`src/rtl/mem_arb_pkg.sv`:
```
// mem_arb_pkg: shared types for the two-client memory arbiter.
// Grant state encoding and client IDs used by mem_arbiter.
package mem_arb_pkg;

  typedef enum logic [1:0] {
    IDLE,
    OWN0,
    OWN1
  } arb_state_t;

  localparam int CLIENT_I = 0;
  localparam int CLIENT_D = 1;

endpackage

```
`src/rtl/mem_arb_credit.sv`:
```
// mem_arb_credit: outstanding-read up/down counter.
// Ports: i_clk, i_rst (sync, high), i_inc (read accepted),
// i_dec (read data returned), o_full (count == MAX), o_empty.
module mem_arb_credit #(
  parameter int MAX = 4
) (
  input  logic i_clk,
  input  logic i_rst,
  input  logic i_inc,
  input  logic i_dec,
  output logic o_full,
  output logic o_empty
);

  localparam int W = $clog2(MAX) + 1;

  logic [W-1:0] cnt_q, cnt_d;
  logic         dec;

  assign o_empty = (cnt_q == '0);
  assign o_full  = (cnt_q == W'(MAX));

  // A return with nothing outstanding is a stray; drop it.
  assign dec = i_dec & ~o_empty;

  always_comb begin
    cnt_d = cnt_q;
    unique case ({i_inc, dec})
      2'b10:   cnt_d = cnt_q + W'(1);
      2'b01:   cnt_d = cnt_q - W'(1);
      default: cnt_d = cnt_q;
    endcase
  end

  always_ff @(posedge i_clk) begin
    if (i_rst) begin
      cnt_q <= '0;
    end else begin
      cnt_q <= cnt_d;
    end
  end

endmodule

```
`src/rtl/mem_arbiter.sv`:
```
// mem_arbiter: grants icache (c0) or dcache (c1) the single memory port,
// holding the grant until the owner is idle and its reads have drained.
// Ports: i_clk, i_rst (sync, high); per client i_cX_addr/ren/wen/wdata,
// o_cX_ready/rdata/valid; memory o_mem_addr/ren/wen/wdata, i_mem_ready,
// i_mem_rdata, i_mem_valid.
// Option: MEM_ARB_BURST_LIMIT_EN forces release after MAX_GRANT
// accepted transactions when the other client is waiting.
module mem_arbiter
  import mem_arb_pkg::*;
#(
  parameter int MAX_OUTSTANDING = 4,
  parameter int MAX_GRANT       = 8
) (
  input  logic        i_clk,
  input  logic        i_rst,
  input  logic [31:0] i_c0_addr,
  input  logic        i_c0_ren,
  input  logic        i_c0_wen,
  input  logic [31:0] i_c0_wdata,
  output logic        o_c0_ready,
  output logic [31:0] o_c0_rdata,
  output logic        o_c0_valid,
  input  logic [31:0] i_c1_addr,
  input  logic        i_c1_ren,
  input  logic        i_c1_wen,
  input  logic [31:0] i_c1_wdata,
  output logic        o_c1_ready,
  output logic [31:0] o_c1_rdata,
  output logic        o_c1_valid,
  input  logic        i_mem_ready,
  output logic [31:0] o_mem_addr,
  output logic        o_mem_ren,
  output logic        o_mem_wen,
  output logic [31:0] o_mem_wdata,
  input  logic [31:0] i_mem_rdata,
  input  logic        i_mem_valid
);

  arb_state_t  state_q, state_d;
  logic        last_q, last_d;
  logic        c0_req, c1_req;
  logic        own_ren, own_wen, own_req;
  logic [31:0] own_addr, own_wdata;
  logic        eff_ren, block, rdy;
  logic        burst_hit, rel;
  logic        full, empty;

  assign c0_req = i_c0_ren | i_c0_wen;
  assign c1_req = i_c1_ren | i_c1_wen;

  always_comb begin
    own_ren   = 1'b0;
    own_wen   = 1'b0;
    own_addr  = '0;
    own_wdata = '0;
    unique case (state_q)
      OWN0: begin
        own_ren   = i_c0_ren;
        own_wen   = i_c0_wen;
        own_addr  = i_c0_addr;
        own_wdata = i_c0_wdata;
      end
      OWN1: begin
        own_ren   = i_c1_ren;
        own_wen   = i_c1_wen;
        own_addr  = i_c1_addr;
        own_wdata = i_c1_wdata;
      end
      default: ;
    endcase
  end

  assign own_req = own_ren | own_wen;
  // Write wins over an illegal simultaneous read.
  assign eff_ren = own_ren & ~own_wen;
  assign block   = (full & own_ren) | burst_hit;
  assign rdy     = i_mem_ready & ~block & (state_q != IDLE);

`ifdef MEM_ARB_BURST_LIMIT_EN
  localparam int GW = $clog2(MAX_GRANT) + 1;

  logic [GW-1:0] bcnt_q, bcnt_d;
  logic          oth_req;

  assign oth_req   = (state_q == OWN0) ? c1_req :
                     (state_q == OWN1) ? c0_req : 1'b0;
  assign burst_hit = (bcnt_q == GW'(MAX_GRANT)) & oth_req;

  // Saturates so a late-arriving competitor is blocked at once.
  always_comb begin
    bcnt_d = bcnt_q;
    if (state_d != state_q) begin
      bcnt_d = '0;
    end else if (rdy & own_req & (bcnt_q != GW'(MAX_GRANT))) begin
      bcnt_d = bcnt_q + GW'(1);
    end
  end

  always_ff @(posedge i_clk) begin
    if (i_rst) begin
      bcnt_q <= '0;
    end else begin
      bcnt_q <= bcnt_d;
    end
  end

  assign o_mem_wen = own_wen & ~burst_hit;
`else
  assign burst_hit = 1'b0 & (MAX_GRANT == 0);
  assign o_mem_wen = own_wen;
`endif

  assign o_mem_ren   = eff_ren & ~block;
  assign o_mem_addr  = own_addr;
  assign o_mem_wdata = own_wdata;

  assign o_c0_ready = rdy & (state_q == OWN0);
  assign o_c1_ready = rdy & (state_q == OWN1);

  assign o_c0_rdata = i_mem_rdata;
  assign o_c1_rdata = i_mem_rdata;
  assign o_c0_valid = i_mem_valid & (state_q == OWN0) & ~empty;
  assign o_c1_valid = i_mem_valid & (state_q == OWN1) & ~empty;

  mem_arb_credit #(
    .MAX(MAX_OUTSTANDING)
  ) u_credit (
    .i_clk  (i_clk),
    .i_rst  (i_rst),
    .i_inc  (eff_ren & rdy),
    .i_dec  (i_mem_valid),
    .o_full (full),
    .o_empty(empty)
  );

  assign rel = (~own_req | burst_hit) & empty;

  always_comb begin
    state_d = state_q;
    last_d  = last_q;
    unique case (state_q)
      IDLE: begin
        if (c0_req & c1_req) begin
          state_d = last_q ? OWN0 : OWN1;
        end else if (c0_req) begin
          state_d = OWN0;
        end else if (c1_req) begin
          state_d = OWN1;
        end
      end
      OWN0: begin
        if (rel) begin
          last_d  = 1'(CLIENT_I);
          state_d = c1_req ? OWN1 : IDLE;
        end
      end
      OWN1: begin
        if (rel) begin
          last_d  = 1'(CLIENT_D);
          state_d = c0_req ? OWN0 : IDLE;
        end
      end
      default: state_d = IDLE;
    endcase
  end

  always_ff @(posedge i_clk) begin
    if (i_rst) begin
      state_q <= IDLE;
      last_q  <= 1'(CLIENT_D);
    end else begin
      state_q <= state_d;
      last_q  <= last_d;
    end
  end

endmodule

```
`config.mk`:
```
export PLATFORM = sky130hd
export DESIGN_NAME = mem_arbiter
export DESIGN_NICKNAME = d
export VERILOG_FILES = /design/src/rtl/mem_arb_pkg.sv /design/src/rtl/mem_arb_credit.sv /design/src/rtl/mem_arbiter.sv
export SDC_FILE = /design/constraint.sdc
export NUM_CORES = 1
export LEC_CHECK = 0
export ABC_CLOCK_PERIOD_IN_PS = 2500
export BUFFER_PORTS_ARGS = -buffer_cell sky130_fd_sc_hd__buf_4
export CAP_MARGIN = 10
export CORE_AREA = 3 3 116 118
export CTS_CLUSTER_SIZE = 14
export DETAILED_ROUTE_END_ITERATION = 8
export DIE_AREA = 0 0 119 121
export GPL_ROUTABILITY_DRIVEN = 0
export SETUP_SLACK_MARGIN = 0.05
export SLEW_MARGIN = 30
export SYNTH_ARGS = -nofsm -noshare
export SYNTH_HDL_FRONTEND = slang
export SYNTH_HIERARCHICAL = 1
export SYNTH_SLANG_ARGS = --single-unit
export TNS_END_PERCENT = 10
```
`constraint.sdc`:
```
create_clock -name i_clk -period 2.5 [get_ports i_clk]
set_input_delay 0 -clock i_clk [delete_from_list [all_inputs] [get_ports i_clk]]
set_output_delay 0 -clock i_clk [all_outputs]
set_load 0.02 [all_outputs]
```
==> results.sh <==
export IMPL_nets=588
export IMPL_rr_worst_depth=12
export IMPL_clockBufferDepth=2
export IMPL_design_die_area_um2=14400
export IMPL_hold_path_depth=0
export IMPL_dr_first_iter_drc_count=147
export IMPL_via_per_inst=4.39
export IMPL_crit_arrival_ps=2480
export IMPL_hold_viol=0
export IMPL_slew_headroom_pct=71.2
export IMPL_initial_core_util_pct=15.0
export IMPL_hold_path_endpoint="o_c0_rdata[19]"
export IMPL_powerDensity_nw_per_um2=827
export IMPL_drv_slew=0
export IMPL_wl_per_cell_um=15.7
export IMPL_rsz0062_at_grt="false"
export IMPL_drc=0
export IMPL_grt_pass1_wl_um=13400
export IMPL_diodes=0
export IMPL_fp_coreArea_um2=12600
export IMPL_status="finished, final reports clean"
export IMPL_num_rows=41
export IMPL_crit_path_end_kind="register"
export IMPL_hold_class="input pin to output pin"
export IMPL_syn_area_um2=1880
export IMPL_path_max_fanout=4
export IMPL_fin_tns_setup_ps=0
export IMPL_clock_skew_ps=0.402
export IMPL_grt_max_degree=47
export IMPL_clockRootBuffer="clkbuf_16"
export IMPL_synth_fp_nets=458
export IMPL_htree_levels=1
export IMPL_layout_common_cells="211 x buf_4, 70 x nor2_1, 64 x a22oi_1"
export IMPL_ys_seq_elements=6
export IMPL_synthCells=284
export IMPL_cts_tree="done"
export IMPL_first_pass_iters=4
export IMPL_finalCritPeriodShare_pct=93.0
export IMPL_pin_count=302
export IMPL_synth_mux_area_share_pct=0
export IMPL_clk_latency_ps=230
export IMPL_ant_nets=0
export IMPL_drv_cap=0
export IMPL_yosys_most_used_dff="dfxtp_1"
export IMPL_die_h_um=121
export IMPL_holdCritStartpoint="i_mem_rdata[19]"
export IMPL_peakVddDrop_uv=334
export IMPL_rrSetupSlack_ps=170
export IMPL_finalCriticalPeriod_ps=2330
export IMPL_area_growth_pct=70.4
export IMPL_overflow=0
export IMPL_power_total_uw=2650
export IMPL_hold_buffers=0
export IMPL_grt_pass1_vias=2527
export IMPL_ys_types=35
export IMPL_hold_ws_ps=0.00973
export IMPL_synth_edf_count=0
export IMPL_drive_gt1_share_pct=55.3
export IMPL_cp_required_ps=2660
export IMPL_synth_simple_area_share_pct=20.4
export IMPL_synth_compound_area_share_pct=34.3
export IMPL_synth_top_family_by_area="compound AO/OA/AOI/OAI gates"
export IMPL_track_usage_pct=11.3
export IMPL_clk_pin_slew_ps=30
export IMPL_timing_rr_start="state_q[1]"
export IMPL_dp_hpwl_um=7720
export IMPL_routed_wl_um=9170
export IMPL_mostFrequentLayoutCell="buf_4"
export IMPL_cts_sink_count=6
export IMPL_startpoint_type="register"
export IMPL_synth_fa_ha_area_share_pct=4.39
export IMPL_io_buffers=205
export IMPL_rr_endpoint="u_credit/cnt_q[2]"
export IMPL_clock_fmax_mhz=430
export IMPL_die_w_um=119
export IMPL_setup_viol=0
export IMPL_p_leak_uw=0.00151
export IMPL_tritoncts_num_buffers=3
export IMPL_tightestPinTransition_ps=433
export IMPL_yosysWarningCount=6
export IMPL_ys_seq_area_share_pct=6.38
export IMPL_antenna_found_initial=1
export IMPL_async_reset_ff_share_pct=0
export IMPL_syn_area_per_cell_um2=6.63
export IMPL_synth_xor_area_share_pct=0.931
export IMPL_vias=2563
export IMPL_worst_setup_path_type="register to register"
per-layer routing:
metal	part of all wire (%)	up-vias	global-route usage (%)
met5	0.12	-	0
met4	2.2	2	2.61
met3	9.4	26	3.31
met2	49	136	19.5
met1	39	1207	13.9
li1	-	1192	-
where the power goes:
| part | total (uW) | switching, uW | internal (uW) |
|---|---|---|---|
| registers | 146 | 22.1 | 124 |
| clock network | 256 | 51.4 | 205 |
| logic | 2250 | 1350 | 897 |
| total | 2650 | 1430 | 1230 |
metrics by stage:
step           worst slack (ps)  util (%)  instance area (um^2)  cells
6_report                    175      25.5                  3210    584
5_1_grt                    52.9      25.5                  3210    584
4_1_cts                    78.8      25.3                  3180    584
3_5_place_dp               86.9      24.7                  3110    581
3_3_place_gp                229      24.7                  3110    581
2_1_floorplan               181         -                  1880    284
Yosys cell counts, drive strengths merged, types with 2 or more instances:
cell	n	share of area, %
xor2	2	0.93
nor2	70	14
and2	3	1.0
a21oi	4	1.1
nand2b	2	0.66
inv	9	1.8
ha	5	3.3
o21a	2	0.80
o21ai	5	1.5
a22o	2	0.93
a31oi	2	0.66
nor4	2	0.66
and3	3	1.0
dfxtp	6	6.4
buf	80	30
nand2	3	0.60
nor3	2	0.53
clkbuf	7	1.4
a22oi	64	26
a211o	2	0.93
worst max-delay path, cell delays in order, from the launching register on:
cell and delay (ps):
dfxtp_4 350, inv_1 70, ha_2 200, a22o_1 210
nand2_2 80, nor4_1 40, inv_1 70, ha_2 190
inv_1 50, fa_1 370, xor2_1 160, or3_1 330
a21oi_2 130
registers in the layout (all words and copies together) (netlist names):
name / cells
last_q: 1
state_q: 2
u_credit/cnt_q: 3
final cells by class:
cell class | instances | area [um^2]
well taps | 172 | 215
inverters | 9 | 33.8
clock buffers | 3 | 75.1
repair buffers | 212 | 1600
fillers | 1396 | 9360
multi-input cells | 182 | 1150
flip-flops and latches | 6 | 125
cell families (layout without fill, tap and decap cells):
logic type | Yosys count | after routing
flip-flops | 6 | 6
adder cells (fa/ha/maj) | 6 | 6
buffers and inverters | 96 | 224
XOR/XNOR | 2 | 2
AO/OA/AOI/OAI | 85 | 85
AND/OR/NAND/NOR | 89 | 89
worst max path at each step:
| stage | from | endpoint | depth (start not counted) |
|---|---|---|---|
| after floorplan | state_q[0] | u_credit/cnt_q[2] | 13 |
| after global placement | state_q[0] | u_credit/cnt_q[2] | 12 |
| after detailed placement | state_q[0] | u_credit/cnt_q[2] | 12 |
| after CTS | state_q[0] | u_credit/cnt_q[2] | 12 |
| after global routing | state_q[1] | u_credit/cnt_q[2] | 12 |
| final | state_q[1] | u_credit/cnt_q[2] | 12 |
repair_timing:
item | in CTS | in global routing
buffers inserted | 0 | 0
setup endpoints to repair | 0 | 2
gates resized for setup | 0 | 8
(Power assumes the default switching activity.)
